===== src/rtl/bitonic_pkg.sv =====
// ============================================================================
// Module : bitonic_pkg
// Brief  : Shared types, defaults and cycle-count helper for the bitonic sorter
// Rev    : 1.0
// ============================================================================
`default_nettype none

package bitonic_pkg;

  localparam int DEF_N = 8;
  localparam int DEF_W = 32;

  typedef enum logic [1:0] {
    ST_IDLE  = 2'd0,
    ST_LOAD  = 2'd1,
    ST_SORT  = 2'd2,
    ST_DRAIN = 2'd3
  } state_t;

  // One compare-exchange per cycle: N/2 pairs in each of lg*(lg+1)/2 stages.
  function automatic int sort_cycles(input int n);
    int lg;
    lg = $clog2(n);
    return (n / 2) * lg * (lg + 1) / 2;
  endfunction

endpackage

`default_nettype wire


===== src/rtl/bitonic_cas.sv =====
// ============================================================================
// Module : bitonic_cas
// Brief  : Combinational compare-exchange; lo_out gets the value bound for the
//          lower index (min when up=1, max when up=0). Equal inputs pass through.
// Rev    : 1.0
// ============================================================================
`default_nettype none

module bitonic_cas
  import bitonic_pkg::*;
#(
  parameter int W = DEF_W
) (
  input  logic [W-1:0] a,
  input  logic [W-1:0] b,
  input  logic         up,
  output logic [W-1:0] lo_out,
  output logic [W-1:0] hi_out
);

  logic w_swap;

  always_comb begin
    w_swap = up ? (a > b) : (a < b);
    lo_out = w_swap ? b : a;
    hi_out = w_swap ? a : b;
  end

endmodule

`default_nettype wire


===== src/rtl/bitonic_sort_ctrl.sv =====
// ============================================================================
// Module : bitonic_sort_ctrl
// Brief  : Loads N words, bitonic-sorts them in place with one shared
//          compare-exchange per cycle, then streams the result out.
// Rev    : 1.0
// ============================================================================
`default_nettype none

module bitonic_sort_ctrl
  import bitonic_pkg::*;
#(
  parameter int N = DEF_N,
  parameter int W = DEF_W
) (
  input  logic         clk,
  input  logic         rst_n,
  input  logic         dir,
  input  logic         in_valid,
  input  logic [W-1:0] in_data,
  output logic         in_ready,
  output logic         out_valid,
  output logic [W-1:0] out_data,
  output logic         out_last,
  input  logic         out_ready,
  output logic         busy
);

  localparam int c_LG       = $clog2(N);
  localparam int c_PW       = (c_LG > 1) ? c_LG - 1 : 1;
  localparam int c_KW       = (c_LG > 1) ? $clog2(c_LG) : 1;
  localparam int c_SORT_LEN = sort_cycles(N);
  localparam int c_SW       = $clog2(c_SORT_LEN + 1);

  state_t            r_state;
  state_t            w_state_nxt;
  logic [W-1:0]      r_buf [N];
  logic [c_LG-1:0]   r_wr_idx;
  logic [c_LG-1:0]   r_rd_idx;
  logic              r_dir;
  logic [c_KW-1:0]   r_kidx;      // log2(k) - 1
  logic [c_KW-1:0]   r_jexp;      // log2(j)
  logic [c_PW-1:0]   r_p;         // rank of i among indices with bit j clear
  logic [c_SW-1:0]   r_sort_cnt;
  logic              r_out_valid;

  logic              w_in_fire;
  logic              w_out_fire;
  logic              w_wr_last;
  logic              w_rd_last;
  logic              w_sort_last;
  logic [c_LG:0]     w_p_ext;
  logic [c_LG:0]     w_jbit;
  logic [c_LG:0]     w_kbit;
  logic [c_LG:0]     w_lo_mask;
  logic [c_LG:0]     w_i;
  logic [c_LG-1:0]   w_i_idx;
  logic [c_LG-1:0]   w_l_idx;
  logic              w_up;
  logic [W-1:0]      w_cas_lo;
  logic [W-1:0]      w_cas_hi;

  assign w_in_fire   = in_valid & in_ready;
  assign w_out_fire  = r_out_valid & out_ready;
  assign w_wr_last   = (r_wr_idx == c_LG'(N - 1));
  assign w_rd_last   = (r_rd_idx == c_LG'(N - 1));
  assign w_sort_last = (r_sort_cnt == c_SW'(c_SORT_LEN - 1));

  // Skipped i values never cost a cycle: i is built by inserting a 0 at bit j of r_p.
  always_comb begin
    w_p_ext   = (c_LG + 1)'(r_p);
    w_jbit    = (c_LG + 1)'(1) << r_jexp;
    w_kbit    = (c_LG + 1)'(2) << r_kidx;
    w_lo_mask = w_jbit - (c_LG + 1)'(1);
    w_i       = ((w_p_ext & ~w_lo_mask) << 1) | (w_p_ext & w_lo_mask);
    w_i_idx   = w_i[c_LG-1:0];
    w_l_idx   = w_i_idx ^ w_jbit[c_LG-1:0];
    w_up      = ((w_i & w_kbit) == '0) ^ r_dir;
  end

  bitonic_cas #(
    .W(W)
  ) u_cas (
    .a      (r_buf[w_i_idx]),
    .b      (r_buf[w_l_idx]),
    .up     (w_up),
    .lo_out (w_cas_lo),
    .hi_out (w_cas_hi)
  );

  always_ff @(posedge clk) begin
    if (!rst_n) begin
      r_state <= ST_IDLE;
    end else begin
      r_state <= w_state_nxt;
    end
  end

  always_comb begin
    w_state_nxt = r_state;
    case (r_state)
      ST_IDLE:  if (w_in_fire)               w_state_nxt = ST_LOAD;
      ST_LOAD:  if (w_in_fire && w_wr_last)  w_state_nxt = ST_SORT;
      ST_SORT:  if (w_sort_last)             w_state_nxt = ST_DRAIN;
      ST_DRAIN: if (w_out_fire && w_rd_last) w_state_nxt = ST_IDLE;
      default:                               w_state_nxt = ST_IDLE;
    endcase
  end

  always_comb begin
    in_ready  = (r_state == ST_IDLE) || (r_state == ST_LOAD);
    busy      = (r_state != ST_IDLE);
    out_valid = r_out_valid;
    out_last  = r_out_valid && w_rd_last;
    out_data  = r_out_valid ? r_buf[r_rd_idx] : '0;
  end

  always_ff @(posedge clk) begin
    if (!rst_n) begin
      r_wr_idx    <= '0;
      r_rd_idx    <= '0;
      r_dir       <= 1'b0;
      r_kidx      <= '0;
      r_jexp      <= '0;
      r_p         <= '0;
      r_sort_cnt  <= '0;
      r_out_valid <= 1'b0;
    end else begin
      if (w_in_fire) begin
        if (r_state == ST_IDLE) r_dir <= dir;
        r_wr_idx <= w_wr_last ? '0 : r_wr_idx + 1'b1;
      end

      if (r_state == ST_SORT) begin
        if (w_sort_last) begin
          r_sort_cnt <= '0;
          r_kidx     <= '0;
          r_jexp     <= '0;
          r_p        <= '0;
        end else begin
          r_sort_cnt <= r_sort_cnt + 1'b1;
          if (r_p == c_PW'(N / 2 - 1)) begin
            r_p <= '0;
            if (r_jexp == '0) begin
              r_kidx <= r_kidx + 1'b1;
              r_jexp <= r_kidx + 1'b1;
            end else begin
              r_jexp <= r_jexp - 1'b1;
            end
          end else begin
            r_p <= r_p + 1'b1;
          end
        end
      end

      // The first DRAIN cycle only raises out_valid; words then stream from r_rd_idx.
      if (w_out_fire) begin
        if (w_rd_last) begin
          r_rd_idx    <= '0;
          r_out_valid <= 1'b0;
        end else begin
          r_rd_idx <= r_rd_idx + 1'b1;
        end
      end else if (r_state == ST_DRAIN) begin
        r_out_valid <= 1'b1;
      end
    end
  end

  always_ff @(posedge clk) begin
    if (rst_n) begin
      if (w_in_fire) begin
        r_buf[r_wr_idx] <= in_data;
      end else if (r_state == ST_SORT) begin
        r_buf[w_i_idx] <= w_cas_lo;
        r_buf[w_l_idx] <= w_cas_hi;
      end
    end
  end

endmodule

`default_nettype wire


===== config.mk =====
export PLATFORM = sky130hd
export DESIGN_NAME = bitonic_sort_ctrl
export DESIGN_NICKNAME = d
export VERILOG_FILES = /design/src/rtl/bitonic_pkg.sv /design/src/rtl/bitonic_cas.sv /design/src/rtl/bitonic_sort_ctrl.sv
export SDC_FILE = /design/constraint.sdc
export NUM_CORES = 1
export LEC_CHECK = 0
export ABC_AREA = 1
export CAP_MARGIN = 30
export CORE_MARGIN = 8
export CORE_UTILIZATION = 30
export DETAILED_ROUTE_END_ITERATION = 16
export GPL_ROUTABILITY_DRIVEN = 1
export SLEW_MARGIN = 10
export SYNTH_ARGS = -nofsm -noshare
export SYNTH_HDL_FRONTEND = slang
export SYNTH_SLANG_ARGS = --single-unit

===== constraint.sdc =====
create_clock -name clk -period 5.7 [get_ports clk]
set_clock_uncertainty 0.1 [all_clocks]
set_input_delay 1.14 -clock clk [delete_from_list [all_inputs] [get_ports clk]]
set_output_delay 1.14 -clock clk [all_outputs]
set_load 0.005 [all_outputs]

# Yosys cells after proc, flatten, opt, wreduce, memory -nomap -nowiden

Memories as Yosys holds them, arrays and structs flattened. A register that Yosys moved wholly into a read port is not among the register bits.
Cells that the tools add are included.

Register bits after elaboration: 21
Bits in writable memories: 256
Input bits: 37
Output and inout port bits: 36
Logic and storage cells: 94
Memories kept: 1

Memory list:

| name  | depth | width | read ports | clocked after memory_dff | write ports | line                    | source |
|---|---|---|---|---|---|---|---|
| r_buf | 8     | 32    | 3          | 1                        | 2           | bitonic_sort_ctrl.sv:36 | `logic [W-1:0] r_buf [N];` |

$add $sub $neg: 7
$lt $le $gt $ge: 2
Eq/ne operators: 12
Shift-type cells: 2
Muxes and demuxes: 35
Bitwise logic cells: 9
Reduce and logical (&&, ||, !) cells: 17

Operators with widths:

| operator                                                       | number |
|---|---|
| 32-bit two-way mux                                             | 4 |
| 32-bit > comparator                                            | 1 |
| 32-bit < comparator                                            | 1 |
| 32-bit OR reduction                                            | 1 |
| 2-bit two-way mux                                              | 12 |
| 3-bit two-way mux                                              | 5 |
| 1-bit two-way mux                                              | 12 |
| 2-bit != test (second input constant)                          | 4 |
| 2-bit one-hot mux with 4 select lines                          | 1 |
| 2-bit nonzero test                                             | 4 |
| 3-bit by 1-bit adder with 3-bit output (second input constant) | 2 |
| 2-bit equality test (second input constant)                    | 3 |
| 3-bit equality test (second input constant)                    | 2 |
| 2-bit AND reduction                                            | 3 |
| 5-bit by 1-bit adder with 5-bit output (second input constant) | 1 |
| 5-bit equality test (second input constant)                    | 1 |
| 5-bit two-way mux                                              | 1 |
| 2-bit by 1-bit adder with 2-bit output (second input constant) | 2 |
| 2-bit by 4-bit AND with 4-bit output                           | 1 |
| 4-bit AND                                                      | 1 |
| 2-bit logical NOT                                              | 2 |
| 4-bit logical NOT                                              | 1 |
| 4-bit OR                                                       | 1 |
| 4-bit AND reduction                                            | 1 |
| 14 further kinds                                               | 17 |

# Depth between registers and ports, before layout

Depth after elaboration: 11
Gate-level depth with buffers: 33
Gate-level depth less buffers: 29

# By module

From an unflattened synthesis, not the netlist that was laid out.

Cell total of the unflattened synthesis: 3,582
Area, all modules: 23,037.1 µm²

Modules (own cells, without submodules):

| module            | times used | cells each | area each (µm²) | sequential area each (µm²) |
|---|---|---|---|---|
| bitonic_sort_ctrl | 1          | 3,223      | 20,759.9        | 8,167.8 |
| bitonic_cas       | 1          | 359        | 2,277.2         | 0.0 |

# Worst setup path before layout

Ideal clock, no wire load.

Path kind: input-to-reg
Start point: in rst_n
End point: mem r_buf[6][0] in the netlist's numbering (enable)
Setup time: 0.466 ns
Arrival time: 4.473 ns
Required time: 5.134 ns
Setup slack: 0.661 ns
Cell stages on the path: 6
Path buffers: 1
Cell sequence: nand2_1 -> clkbuf_1 -> clkinv_1 -> a21boi_0 -> nand2_1 -> o21ai_0

RTL lines:

| element     | line                    | source |
|---|---|---|
| from (decl) | bitonic_sort_ctrl.sv:16 | `input logic rst_n,` |
| to (decl)   | bitonic_sort_ctrl.sv:36 |  |

==> results.toml <==
[floorplan]
die_area_um2 = 78700
die_w_um = 280
die_h_um = 280
row_count = 97
pin_count = 73
initial_utilization = 0.301
coreArea_um2 = 69700

[min_path]
min_path_type = "flop to flop"
worstHoldStart = "r_kidx[1]"

[routing]
antenna_left = 0
routed_via_density = 5.29
firstDrtPassIters = 8
vias = 21000
wire_per_inst_um = 20.7
dr.first_iter.drc_count = 2748
drc = 0
drt-total-wl_mm = 82.4

[clocking]
clockBufferDepth = 3
h-tree-depth = 2
postCtsSetupRepairBufs = 0
ctsResizeCount = 0
numCtsBuffers = 36
clock_latency_ns = 0.56
clock_sinks = 280
cts_hold_buf = 0
cts_tree = "built"
clk_pin_slew_worst_paths_ns = 0.06
cts-root-buf = "clkbuf_16"

[setup_path]
r2r_setup_slack_ns = 0.56
worst-path-max-fanout = 30
critPathRequiredTime_ns = 6.02
critPathCapture = "r_buf[6][27]"
startpoint = "r_jexp[1]"
cp.arrival_ns = 5.46
r2r_end = "r_buf[6][27]"
r2r_start = "r_jexp[1]"
end_kind = "flop"
critPathKind = "flop to flop"
r2r_cells = 24
start_kind = "flop"

[power]
powerDensity_nw_per_um2 = 440
leakage_uw = 0.0101
irDropWorstVdd_mv = 0.743

[synth]
synthDistinctLibCells = 44
synth_fp_nets = 3110
ys_seq_area_frac = 0.389
syn_inst = 3028
ys_ff_latch = 280
yosys_warnings = 0
synthArstFlopShare = 0
synth_area_per_cell_um2 = 6.93
synth_edf_count = 256
syn_area_um2 = 21000
synth_flop_cell = "edfxtp_1"

[sta]
relSlewSlack = 0.347
fin_crit_sh = 0.902
fmax_ghz = 0.195
period_needed_ns = 5.14
slew_violations = 0
hold_viol = 0
setup-tns-final_ns = 0
rsz0062_at_grt = "no"
tightest_slew_ns = 0.980
setup_violations = 0
hold_slack_ns = 0.366

[place]
place_hpwl_mm = 47.7
portBuffers = 72
gp_congestion = 0.854

[outcome]
outcome = "finished clean"

[layout]
num_antenna_cells = 0
finalNetCount = 3090
final_util = 0.346
drive_gt1_frac = 0.0926
syn_to_final_growth_pct = 14.8

[grt]
grt_pass1_vias = 19500
grt_pass1_wl_mm = 122
grt_max_degree = 155
globalRouteOverflowTotal = 0
antenna_found_initial = 0
grt_use_total = 0.204

[job]
drv_cap = 0
==> routing by layer <==
| metal | track usage | up-vias | share of wire |
|---|---|---|---|
| met2 | 0.330 | 1199 | 0.46 |
| met3 | 0.0323 | 194 | 0.11 |
| li1 | - | 10000 | - |
| met4 | 0.0785 | 0 | 0.035 |
| met5 | 0 | - | 0 |
| met1 | 0.270 | 9618 | 0.40 |
==> metrics by stage <==
stage | std cells | cell area (um2) | power, uW | setup slack, ns
2_1_floorplan | 3028 | 21000 | 6370 | 0.661
3_3_place_gp | 3910 | 22800 | 8000 | 0.751
3_5_place_dp | 3910 | 22800 | 8050 | 0.706
4_1_cts | 3974 | 24100 | 10500 | 0.681
5_1_grt | 3974 | 24100 | 11300 | 0.279
6_report | 3974 | 24100 | 10600 | 0.559
==> registers in the layout (all words and copies together) (netlist names), named ones only <==
name        count
out_valid       1
r_p             2
r_sort_cnt      5
r_state         2
r_dir           1
r_jexp          2
r_buf         256
r_kidx          2
r_rd_idx        3
r_wr_idx        3
==> synth_stat cells, types with 26 or more instances <==
library cell | count | area share
a21oi_1 | 106 | 0.025
a31oi_1 | 32 | 0.0095
buf_1 | 26 | 0.0047
buf_2 | 53 | 0.013
clkbuf_1 | 110 | 0.020
edfxtp_1 | 256 | 0.37
ha_1 | 45 | 0.027
inv_1 | 209 | 0.037
nand2_1 | 1266 | 0.23
nand2_2 | 36 | 0.011
nand3_1 | 77 | 0.018
nand4_2 | 26 | 0.016
nor2_1 | 123 | 0.022
o211ai_1 | 112 | 0.040
o21ai_0 | 363 | 0.087
o21ai_2 | 40 | 0.017
==> worst max-delay path: stages, from the launching register on <==
cell	delay (ns)
dfxtp_1	0.61
nor2_4	0.12
a21boi_4	0.18
o21ai_4	0.17
nor2_4	0.78
buf_4	0.40
nand2_1	0.11
nand4_2	0.14
ha_1	0.25
nand2_1	0.07
inv_1	0.04
o21ai_0	0.15
nand2_1	0.10
nor2_1	0.14
nand2_1	0.10
nand2_1	0.10
nand2_1	0.05
nand2_1	0.09
nand2_2	0.07
inv_2	0.46
buf_12	0.31
nand2_1	0.11
o21ai_2	0.15
nand2_1	0.10
nand2_1	0.09
==> cell usage in the layout (no fill, tap or decap), drive strengths merged <==
| cell type | n |
|---|---|
| o221ai | 2 |
| nor4 | 1 |
| xor2 | 1 |
| nor3 | 12 |
| a31oi | 32 |
| nand4 | 27 |
| clkinv | 27 |
| buf | 72 |
| ha | 45 |
| dfxtp | 24 |
| nor2 | 126 |
| edfxtp | 256 |
| o31a | 1 |
| o2111ai | 1 |
| nand2 | 1303 |
| bufinv | 8 |
| a21oi | 107 |
| o21a | 17 |
| o21ai | 429 |
| a21o | 1 |
| clkbuf | 41 |
| clkdlybuf4s50 | 72 |
| or2 | 3 |
| a22oi | 1 |
| inv | 225 |
| clkinvlp | 1 |
| a21boi | 2 |
| nand3 | 77 |
| o211ai | 112 |
| a211oi | 1 |
| a32o | 1 |
| o22ai | 6 |
==> report_power, final <==
part           switching, uW  total (uW)  internal (uW)
sequential               152        2780           2620
combinational           3810        5330           1520
clock                    954        2500           1550
==> cell type report <==
class / instances / area (um2)
clock inverter: 23 / 318
fill: 7349 / 45600
multi-input combinational: 2308 / 11200
clock buffer: 41 / 941
inverter: 238 / 896
timing repair buffer: 144 / 1390
sequential: 280 / 8180
tap: 940 / 1180
==> logic make-up (layout without fill, tap and decap cells) <==
logic type      count (synthesis)  count (layout)  synth area share
simple gates                 1549            1549             0.300
compound gates                713             713             0.198
buf+inv                       440             446            0.0849
flops                         280             280             0.389
fa+ha+maj                      45              45            0.0268
xor+xnor                        1               1          0.000417
==> how the worst min path moves through the flow <==
stage | end | slack, ns | cells past startpoint
after CTS | r_kidx[1] | 0.37 | 2
after detailed placement | r_kidx[1] | 0.36 | 2
final | r_kidx[1] | 0.37 | 2
after floorplan | r_kidx[1] | 0.34 | 2
after global placement | r_kidx[1] | 0.36 | 2
after global routing | r_kidx[1] | 0.40 | 2
(Power assumes the default switching activity.)
